`src/rtl/vote_resolver_if.sv`:
```
`default_nettype none
// ============================================================================
// Module : vote_resolver_if
// Brief  : Result valid/ready channel from vote_resolver to the output stage.
// Rev    : 1.0  initial release
// ============================================================================
interface vote_resolver_if #(
    parameter int FIFO_WIDTH = 16,
    parameter int LABEL_W    = 2
);
    logic                  res_vld;
    logic                  res_rdy;
    logic                  res_is_clf;
    logic [LABEL_W-1:0]    res_label;
    logic [FIFO_WIDTH-1:0] res_value;
    logic                  res_tie;

    modport master (
        output res_vld,
        output res_is_clf,
        output res_label,
        output res_value,
        output res_tie,
        input  res_rdy
    );

    modport slave (
        input  res_vld,
        input  res_is_clf,
        input  res_label,
        input  res_value,
        input  res_tie,
        output res_rdy
    );
endinterface
`default_nettype wire

```
`src/rtl/vote_resolver.sv`:
```
`default_nettype none
// ============================================================================
// Module : vote_resolver
// Brief  : Drains one accumulator result set per inference (argmax over the
//          label FIFOs, or the regression sum) onto a valid/ready port.
//          Define VOTE_RESOLVER_RGS_EN to build the regression path.
// Rev    : 1.0  initial release
// ============================================================================
module vote_resolver #(
    parameter int FIFO_WIDTH = 16,
    parameter int N_LABELS   = 4
) (
    input  wire                           clk,
    input  wire                           rst,
    input  wire                           i_is_clf,
    input  wire                           i_flush,
    output logic [N_LABELS-1:0]           o_clf_fifo_pop,
    input  wire  [N_LABELS*FIFO_WIDTH-1:0] i_clf_fifo_front,
    input  wire  [N_LABELS-1:0]           i_clf_fifo_vld,
    input  wire  [N_LABELS-1:0]           i_clf_fifo_is_empty,
    output logic                          o_rgs_fifo_pop,
    input  wire  [FIFO_WIDTH-1:0]         i_rgs_fifo_front,
    input  wire                           i_rgs_fifo_vld,
    input  wire                           i_rgs_fifo_is_empty,
    vote_resolver_if.master               res_if,
    output logic                          o_busy
);
    localparam int LABEL_W = (N_LABELS > 1) ? $clog2(N_LABELS) : 1;

    localparam logic [2:0] c_S_IDLE    = 3'd0;
    localparam logic [2:0] c_S_POP     = 3'd1;
    localparam logic [2:0] c_S_CAPTURE = 3'd2;
    localparam logic [2:0] c_S_SCAN    = 3'd3;
    localparam logic [2:0] c_S_OUT     = 3'd4;

    localparam logic [LABEL_W-1:0] c_LAST_LANE = LABEL_W'(N_LABELS - 1);

    logic [2:0]            r_state;
    logic [2:0]            w_next_state;
    logic                  r_mode;
    logic [N_LABELS-1:0]   r_mask;
    logic [FIFO_WIDTH-1:0] r_lane [N_LABELS];
    logic [FIFO_WIDTH-1:0] r_best;
    logic [LABEL_W-1:0]    r_label;
    logic [LABEL_W-1:0]    r_idx;
    logic                  r_tie;

    logic [FIFO_WIDTH-1:0] w_front [N_LABELS];
    logic [N_LABELS-1:0]   w_mask_next;
    logic                  w_clf_done;
    logic [FIFO_WIDTH-1:0] w_lane0;
    logic                  w_is_clf;
    logic                  w_rgs_start;
    logic                  w_rgs_vld;
    logic [FIFO_WIDTH-1:0] w_rgs_front;
    logic                  c_RGS_EN;

`ifdef VOTE_RESOLVER_RGS_EN
    assign c_RGS_EN    = 1'b1;
    assign w_is_clf    = i_is_clf;
    assign w_rgs_start = ~i_rgs_fifo_is_empty;
    assign w_rgs_vld   = i_rgs_fifo_vld;
    assign w_rgs_front = i_rgs_fifo_front;
`else
    // Regression inputs are parked; mode is forced to classification.
    assign c_RGS_EN    = 1'b0;
    assign w_is_clf    = 1'b1;
    assign w_rgs_start = 1'b0;
    assign w_rgs_vld   = 1'b0;
    assign w_rgs_front = '0;
    wire w_unused_rgs = ^{i_is_clf, i_rgs_fifo_front, i_rgs_fifo_vld, i_rgs_fifo_is_empty};
`endif

    generate
        for (genvar k = 0; k < N_LABELS; k++) begin : g_lane
            assign w_front[k] = i_clf_fifo_front[k*FIFO_WIDTH +: FIFO_WIDTH];
        end
    endgenerate

    assign w_mask_next = r_mask | i_clf_fifo_vld;
    assign w_clf_done  = &w_mask_next;
    // Lane 0 may be landing in the same cycle the mask completes.
    assign w_lane0     = r_mask[0] ? r_lane[0] : w_front[0];

    always_ff @(posedge clk) begin
        if (rst) r_state <= c_S_IDLE;
        else     r_state <= w_next_state;
    end

    always_comb begin
        w_next_state = r_state;
        case (r_state)
            c_S_IDLE: begin
                if (w_is_clf ? (i_clf_fifo_is_empty == '0) : w_rgs_start)
                    w_next_state = c_S_POP;
            end
            c_S_POP: w_next_state = c_S_CAPTURE;
            c_S_CAPTURE: begin
                if (r_mode) begin
                    if (w_clf_done)
                        w_next_state = (N_LABELS == 1) ? c_S_OUT : c_S_SCAN;
                end else if (w_rgs_vld) begin
                    w_next_state = c_S_OUT;
                end
            end
            c_S_SCAN: begin
                if (r_idx == c_LAST_LANE) w_next_state = c_S_OUT;
            end
            c_S_OUT: begin
                if (res_if.res_rdy) w_next_state = c_S_IDLE;
            end
            default: w_next_state = c_S_IDLE;
        endcase
        if (i_flush) w_next_state = c_S_IDLE;
    end

    always_comb begin
        o_clf_fifo_pop    = '0;
        o_rgs_fifo_pop    = 1'b0;
        o_busy            = (r_state != c_S_IDLE);
        res_if.res_vld    = 1'b0;
        res_if.res_is_clf = 1'b0;
        res_if.res_label  = '0;
        res_if.res_value  = '0;
        res_if.res_tie    = 1'b0;
        case (r_state)
            c_S_POP: begin
                if (r_mode) o_clf_fifo_pop = '1;
                else        o_rgs_fifo_pop = c_RGS_EN;
            end
            c_S_OUT: begin
                res_if.res_vld    = 1'b1;
                res_if.res_is_clf = r_mode;
                res_if.res_label  = r_label;
                res_if.res_value  = r_best;
                res_if.res_tie    = r_tie;
            end
            default: ;
        endcase
    end

    always_ff @(posedge clk) begin
        if (rst) begin
            r_mode  <= 1'b0;
            r_mask  <= '0;
            for (int k = 0; k < N_LABELS; k++) r_lane[k] <= '0;
            r_best  <= '0;
            r_label <= '0;
            r_idx   <= '0;
            r_tie   <= 1'b0;
        end else begin
            case (r_state)
                c_S_IDLE: r_mode <= w_is_clf;
                c_S_POP:  r_mask <= '0;
                c_S_CAPTURE: begin
                    if (r_mode) begin
                        for (int k = 0; k < N_LABELS; k++) begin
                            if (i_clf_fifo_vld[k] && !r_mask[k]) begin
                                r_mask[k] <= 1'b1;
                                r_lane[k] <= w_front[k];
                            end
                        end
                        if (w_clf_done) begin
                            r_best  <= w_lane0;
                            r_label <= '0;
                            r_tie   <= 1'b0;
                            r_idx   <= LABEL_W'(1);
                        end
                    end else if (w_rgs_vld) begin
                        r_best  <= w_rgs_front;
                        r_label <= '0;
                        r_tie   <= 1'b0;
                    end
                end
                c_S_SCAN: begin
                    // Strictly-greater replaces; equal only flags, so the lowest index wins.
                    if (r_lane[r_idx] > r_best) begin
                        r_best  <= r_lane[r_idx];
                        r_label <= r_idx;
                        r_tie   <= 1'b0;
                    end else if (r_lane[r_idx] == r_best) begin
                        r_tie   <= 1'b1;
                    end
                    r_idx <= r_idx + 1'b1;
                end
                default: ;
            endcase
        end
    end
endmodule
`default_nettype wire

```
`src/flat_wrapper.sv`:
```
// flat-port wrapper written by rule: the top's interface ports become plain ports
module vote_resolver_flat 
#(
    parameter int FIFO_WIDTH = 16,
    parameter int N_LABELS   = 4
)
  (clk, rst, i_is_clf, i_flush, o_clf_fifo_pop, i_clf_fifo_front, i_clf_fifo_vld, i_clf_fifo_is_empty, o_rgs_fifo_pop, i_rgs_fifo_front, i_rgs_fifo_vld, i_rgs_fifo_is_empty, o_busy, res_if_res_vld, res_if_res_is_clf, res_if_res_label, res_if_res_value, res_if_res_tie, res_if_res_rdy);
  vote_resolver_if #(.FIFO_WIDTH(FIFO_WIDTH), .LABEL_W((2))) res_if_i ();
  input  wire clk;
  input  wire rst;
  input  wire i_is_clf;
  input  wire i_flush;
  output logic [N_LABELS-1:0] o_clf_fifo_pop;
  input  wire  [N_LABELS*FIFO_WIDTH-1:0] i_clf_fifo_front;
  input  wire  [N_LABELS-1:0] i_clf_fifo_vld;
  input  wire  [N_LABELS-1:0] i_clf_fifo_is_empty;
  output logic o_rgs_fifo_pop;
  input  wire  [FIFO_WIDTH-1:0] i_rgs_fifo_front;
  input  wire i_rgs_fifo_vld;
  input  wire i_rgs_fifo_is_empty;
  output logic o_busy;
  output wire logic [$bits(res_if_i.res_vld)-1:0] res_if_res_vld;
  output wire logic [$bits(res_if_i.res_is_clf)-1:0] res_if_res_is_clf;
  output wire logic [$bits(res_if_i.res_label)-1:0] res_if_res_label;
  output wire logic [$bits(res_if_i.res_value)-1:0] res_if_res_value;
  output wire logic [$bits(res_if_i.res_tie)-1:0] res_if_res_tie;
  input wire logic [$bits(res_if_i.res_rdy)-1:0] res_if_res_rdy;
  assign res_if_res_vld = res_if_i.res_vld;
  assign res_if_res_is_clf = res_if_i.res_is_clf;
  assign res_if_res_label = res_if_i.res_label;
  assign res_if_res_value = res_if_i.res_value;
  assign res_if_res_tie = res_if_i.res_tie;
  assign res_if_i.res_rdy = res_if_res_rdy;
  vote_resolver #(.FIFO_WIDTH(FIFO_WIDTH), .N_LABELS(N_LABELS)) u_core (.clk(clk), .rst(rst), .i_is_clf(i_is_clf), .i_flush(i_flush), .o_clf_fifo_pop(o_clf_fifo_pop), .i_clf_fifo_front(i_clf_fifo_front), .i_clf_fifo_vld(i_clf_fifo_vld), .i_clf_fifo_is_empty(i_clf_fifo_is_empty), .o_rgs_fifo_pop(o_rgs_fifo_pop), .i_rgs_fifo_front(i_rgs_fifo_front), .i_rgs_fifo_vld(i_rgs_fifo_vld), .i_rgs_fifo_is_empty(i_rgs_fifo_is_empty), .res_if(res_if_i), .o_busy(o_busy));
endmodule
```
`config.mk`:
```
export PLATFORM = sky130hd
export DESIGN_NAME = vote_resolver_flat
export DESIGN_NICKNAME = d
export VERILOG_FILES = /design/src/rtl/vote_resolver_if.sv /design/src/rtl/vote_resolver.sv /design/src/flat_wrapper.sv
export SDC_FILE = /design/constraint.sdc
export NUM_CORES = 1
export LEC_CHECK = 0
export ABC_AREA = 1
export BUFFER_PORTS_ARGS = -buffer_cell sky130_fd_sc_hd__buf_4
export CAP_MARGIN = 20
export CORE_AREA = 5 5 128 130
export DETAILED_ROUTE_END_ITERATION = 8
export DIE_AREA = 0 0 133 135
export SYNTH_ARGS = -nofsm -noshare
export SYNTH_HDL_FRONTEND = slang
export SYNTH_SLANG_ARGS = --single-unit
```
`constraint.sdc`:
```
create_clock -name clk -period 4.1 [get_ports clk]
set_input_delay 0.41 -clock clk [delete_from_list [all_inputs] [get_ports clk]]
set_output_delay 0.41 -clock clk [all_outputs]
set_load 0.005 [all_outputs]
```
Word level (Yosys, flattened, before mapping)
Memories as Yosys holds them, arrays and structs flattened. A register that Yosys moved wholly into a read port is not among the register bits.
Cells that the tools add are included.
{"block": "classes", "n_mul": 0, "n_shift": 0, "mux": 64, "magnitude_cmp": 1, "n_eq_ne": 17, "n_reduce_logical": 23, "div_mod_pow": 0, "n_addsub": 1, "n_bitwise": 5}
{"op": "$mux W16", "count": 9}
{"op": "$mux W1", "count": 33}
{"op": "$pmux W16 S2", "count": 1}
{"op": "$ne A2 B1 Y1 const B", "count": 9}
{"op": "$eq A16 B16 Y1", "count": 1}
{"op": "$gt A16 B16 Y1", "count": 1}
{"op": "$mux W2", "count": 8}
{"op": "$mux W3", "count": 5}
{"op": "$pmux W3 S5", "count": 1}
{"op": "$reduce_and A3 Y1", "count": 5}
{"op": "$mux W4", "count": 3}
{"op": "$reduce_and A4 Y1", "count": 3}
{"op": "$pmux W2 S2", "count": 2}
{"op": "$pmux W4 S2", "count": 1}
{"op": "$eq A3 B2 Y1 const B", "count": 2}
{"op": "$reduce_and A5 Y1", "count": 1}
{"op": "$logic_and A1 B1 Y1", "count": 4}
{"op": "$logic_not A1 Y1", "count": 4}
{"op": "$logic_not A4 Y1", "count": 1}
{"op": "$or A1 B1 Y1", "count": 4}
{"op": "$or A4 B4 Y4", "count": 1}
{"op": "$reduce_bool A2 Y1", "count": 2}
{"op": "$eq A3 B1 Y1 const B", "count": 1}
{"op": "$eq A3 B3 Y1 const B", "count": 1}
{"op": "other kinds (8)", "count": 8}
{"block": "word_totals", "latchBits": 0, "mem_count": 1, "ff_bits": 29, "rom_bits": 0, "ram_bits": 64, "in_bits": 95}
{"memory": "u_core.r_lane", "depth": 4, "word_bits": 16, "rd": 2, "rd_ports_with_merged_regs": 1, "wr": 4, "line_no": "vote_resolver.sv:42", "text": "logic [FIFO_WIDTH-1:0] r_lane [N_LABELS];"}

Logic depth before layout (Yosys ltp)
{"block": "logic_depth", "ltp_word": 8, "mapped_depth": 20}

Worst setup path after synthesis
OpenSTA, ideal clock, no wires.
{"block": "synth_timing", "kind": "register to register", "start": "reg (tool-made name)", "end": "reg u_core.r_best[4]", "arrival_time_ns": 2.068, "t_required_ns": 3.988, "path_buffers": 2, "path_stages_with_launch": 17, "slack_ns": 1.920, "cell_sequence": "dfxtp_1 inv_1 clkbuf_1 nor2_1 o22ai_1 ha_1 nand2_1 nand2_1 nand2_1 nand2_1 a21oi_1 nand2_1 nand2_2 buf_2 nand3_1 nand2_1 nor2_1"}
{"element": "to (signal assigned)", "line_no": "vote_resolver.sv:164", "text": "r_best <= w_lane0;"}
{"element": "to (signal assigned)", "line_no": "vote_resolver.sv:170", "text": "r_best <= w_rgs_front;"}
{"element": "to (signal assigned)", "line_no": "vote_resolver.sv:178", "text": "r_best <= r_lane[r_idx];"}
{"element": "to (decl)", "line_no": "vote_resolver.sv:43", "text": "logic [FIFO_WIDTH-1:0] r_best;"}

==> metrics <==
DRC violations left=0; Final Setup Violations=0; Max-Cap Viols=0; share of layout cells above drive strength 1=0.1995; # diodes=0; CP cell instances=inv_1 > o21ai_0 > o22ai_1 > ha_1 > nand2_1 > inv_1 > nand2_1 > nand2_1 > a21oi_1 > nand2_1 > nand2_2 > nand2_4 > inv_2 > nor2_1 > nor2_1; initial antenna violation count=0; final setup TNS=0 ps; Layout Nets=approximately 850; hold_sp=rst; Rel. slew slack=0.4483; overall die width=133 um; final hold violation count=0; total track usage=0.1437; post-DR vias/cell=4.586; final instance area=6276 um^2; reg2reg setup slack=930 ps; synthesized area per cell=7.927 um^2; status=finished, final reports clean; Clock Path Buffers=2; Port Buffer Count=101; slowest CP cell=inv_1; synthesis-stage register bit count=95; Tightest Pin Transition=approximately 830 ps; placed cell area=between 6000 and 7000 um^2; post-synth cell types=35; period utilization=0.7738; first-pass iteration count of the detailed router=4; Core Region=roughly 15000 um^2; postcts setup bufs=0; starting density of the core=0.3438; 1st-iter DRT viols=324; Synth Warn #=0; Num CTS Buffers=9; Reg clk slew, reported paths=around 70 ps; full die area=17960 um^2; synthesized cell area=5169 um^2; # rows=45; Worst Path Required=4380 ps; most frequent cells in the layout=162 x nor2_1, 108 x inv_1, 103 x buf_4, 88 x nand2_1, 64 x edfxtp_1; Final min period=3172 ps; CTS Sinks=95; worst vdd ir=168.9 uV; crit path DAT=3450 ps; Die Y=135 um; Worst path depth=15; Final Max Tran Viols=0; WP buf/inv=3; reg-to-reg endpoint=u_core.r_best[1]; DR WL/cell=roughly 14 um; R2R depth=15; most common cell after layout, fill and taps aside=nor2_1; power density cells=around 320 nW/um^2; post-DP HPWL=9.847 mm; CTS tree=built; family with the most delay on the worst path=simple AND/OR/NAND/NOR gates; H-tree Lvls=3; fillers=1491; Fmax=315.2 MHz; GRT overflow=0; cts hold-fix bufs=0; Leakage Power=roughly 3.0 nW; CP endpoint=u_core.r_best[1]; Root Buffer=clkbuf_16; syn_nets=764; RSZ-0062 raised after global routing=no; total number of vias=about 4300; Crit path largest cell delay=600 ps; Crit Path Class=reg2reg; crit path max fanout=32; crit end category=flip-flop; post-CTS sizing=0; Cells after Synth=652; Ports=122; later-pin clock latency in the skew report=between 300 and 400 ps; Post-DRT Antenna Nets=0; RD Place Congestion=around 0.81; Worst path most repeated cell=nand2_1; type of origin of the critical path=flip-flop; largest net degree at the start of global routing=33; Total Routed Length=12.89 mm; Layout area overhead=21.42%; post-synthesis sequential area ratio=0.4919; first-pass GRT wire length=20.66 mm; clk_skew=9.596 ps; number of global-route vias before repair=4087; Hold/Removal Path Class=in2reg
[report_power, final]
part	switching [mW]	leakage, nW	internal (mW)
Combinational	0.0839	1.92	0.0753
Clock	0.366	0.122	0.408
Sequential	0.0113	0.911	1.05
[layout make-up]
type / count / area (um^2) / area share
Timing Repair Buffer: 103 / 773.2 / 0.1232
Clock buffer: 10 / 229.0 / 0.03648
Sequential cell: 95 / 2542 / 0.4051
Multi-Input combinational cell: 414 / 2031 / 0.3236
Inverter: 114 / 427.9 / 0.06818
Clock inverter: 6 / 37.54 / 0.005981
Tap cell: 188 / 235.2 / 0.03748
[metal layers]
metal | global-route usage | vias to the layer above | part of all wire
met5 | 0 | - | 0
met4 | 0.03580 | 0 | 0.013
met3 | 0.03130 | 14 | 0.056
met2 | 0.2190 | 129 | 0.43
met1 | 0.2076 | 1901 | 0.50
li1 | - | 2221 | -
[registers in the layout (all words and copies together) (netlist names), named ones only]
| signal | flops |
|---|---|
| u_core.r_state | 3 |
| u_core.r_mask | 4 |
| u_core.r_best | 16 |
| u_core.r_label | 2 |
| u_core.r_tie | 1 |
| u_core.r_idx | 2 |
| u_core.r_mode | 1 |
| u_core.r_lane | 64 |
[worst min path at each step]
stage / to / slack (ps) / cells after the start
finish: u_core.r_mode / 280 / 2
global route: u_core.r_mode / 280 / 2
CTS: u_core.r_mode / 270 / 2
detailed placement: u_core.r_mask[3] / 460 / 2
global placement: u_core.r_mask[3] / 450 / 2
floorplan: u_core.r_mask[3] / 440 / 2
[worst reg2reg max path: cells and delay by family, from the launching register on]
| kind | cells | cell delay, ps |
|---|---|---|
| flops | 1 | 330 |
| compound gates | 3 | 750 |
| simple gates | 8 | 860 |
| buf+inv | 3 | 860 |
| fa+ha+maj | 1 | 320 |
[synth_stat cells (all sizes together)]
cell / n / area share
nor2: 176 / 0.14
inv: 114 / 0.083
nand2: 94 / 0.072
edfxtp: 64 / 0.37
o21ai: 61 / 0.059
dfxtp: 31 / 0.12
buf: 18 / 0.024
ha: 17 / 0.041
a21oi: 16 / 0.015
nand3: 16 / 0.015
o22ai: 15 / 0.018
clkbuf: 11 / 0.0080
mux2i: 5 / 0.0097
nor3: 4 / 0.0092
nand4: 3 / 0.0048
or2: 2 / 0.0024
a21o: 1 / 0.0015
a22oi: 1 / 0.0015
a32o: 1 / 0.0019
conb: 1 / 0.00073
o211ai: 1 / 0.0015
[metrics by stage]
stage / setup WS, ps / power, mW / std cells / utilization / hold WS [ps]
3_5_place_dp: 917.2 / 1.239 / 914 / 0.3998 / 457.3
5_1_grt: 570.5 / 2.068 / 930 / 0.4175 / 282.4
3_3_place_gp: 986.0 / 1.238 / 914 / 0.3998 / 449.7
2_1_floorplan: 1920 / 1.153 / 652 / - / 439.9
6_report: 927.6 / 1.991 / 930 / 0.4175 / 277.4
4_1_cts: 880.1 / 2.005 / 930 / 0.4175 / 267.7
[logic make-up (layout without fill, tap and decap cells)]
logic type	count (synthesis)	in the layout	synth area share
buffers and inverters	143	233	0.1152
AND/OR/NAND/NOR	295	295	0.2423
other	1	1	0.0007255
flip-flops	95	95	0.4919
multiplexers	5	5	0.009683
adder cells (fa/ha/maj)	17	17	0.04115
AO/OA/AOI/OAI	96	96	0.09901
(Power assumes the default switching activity.)
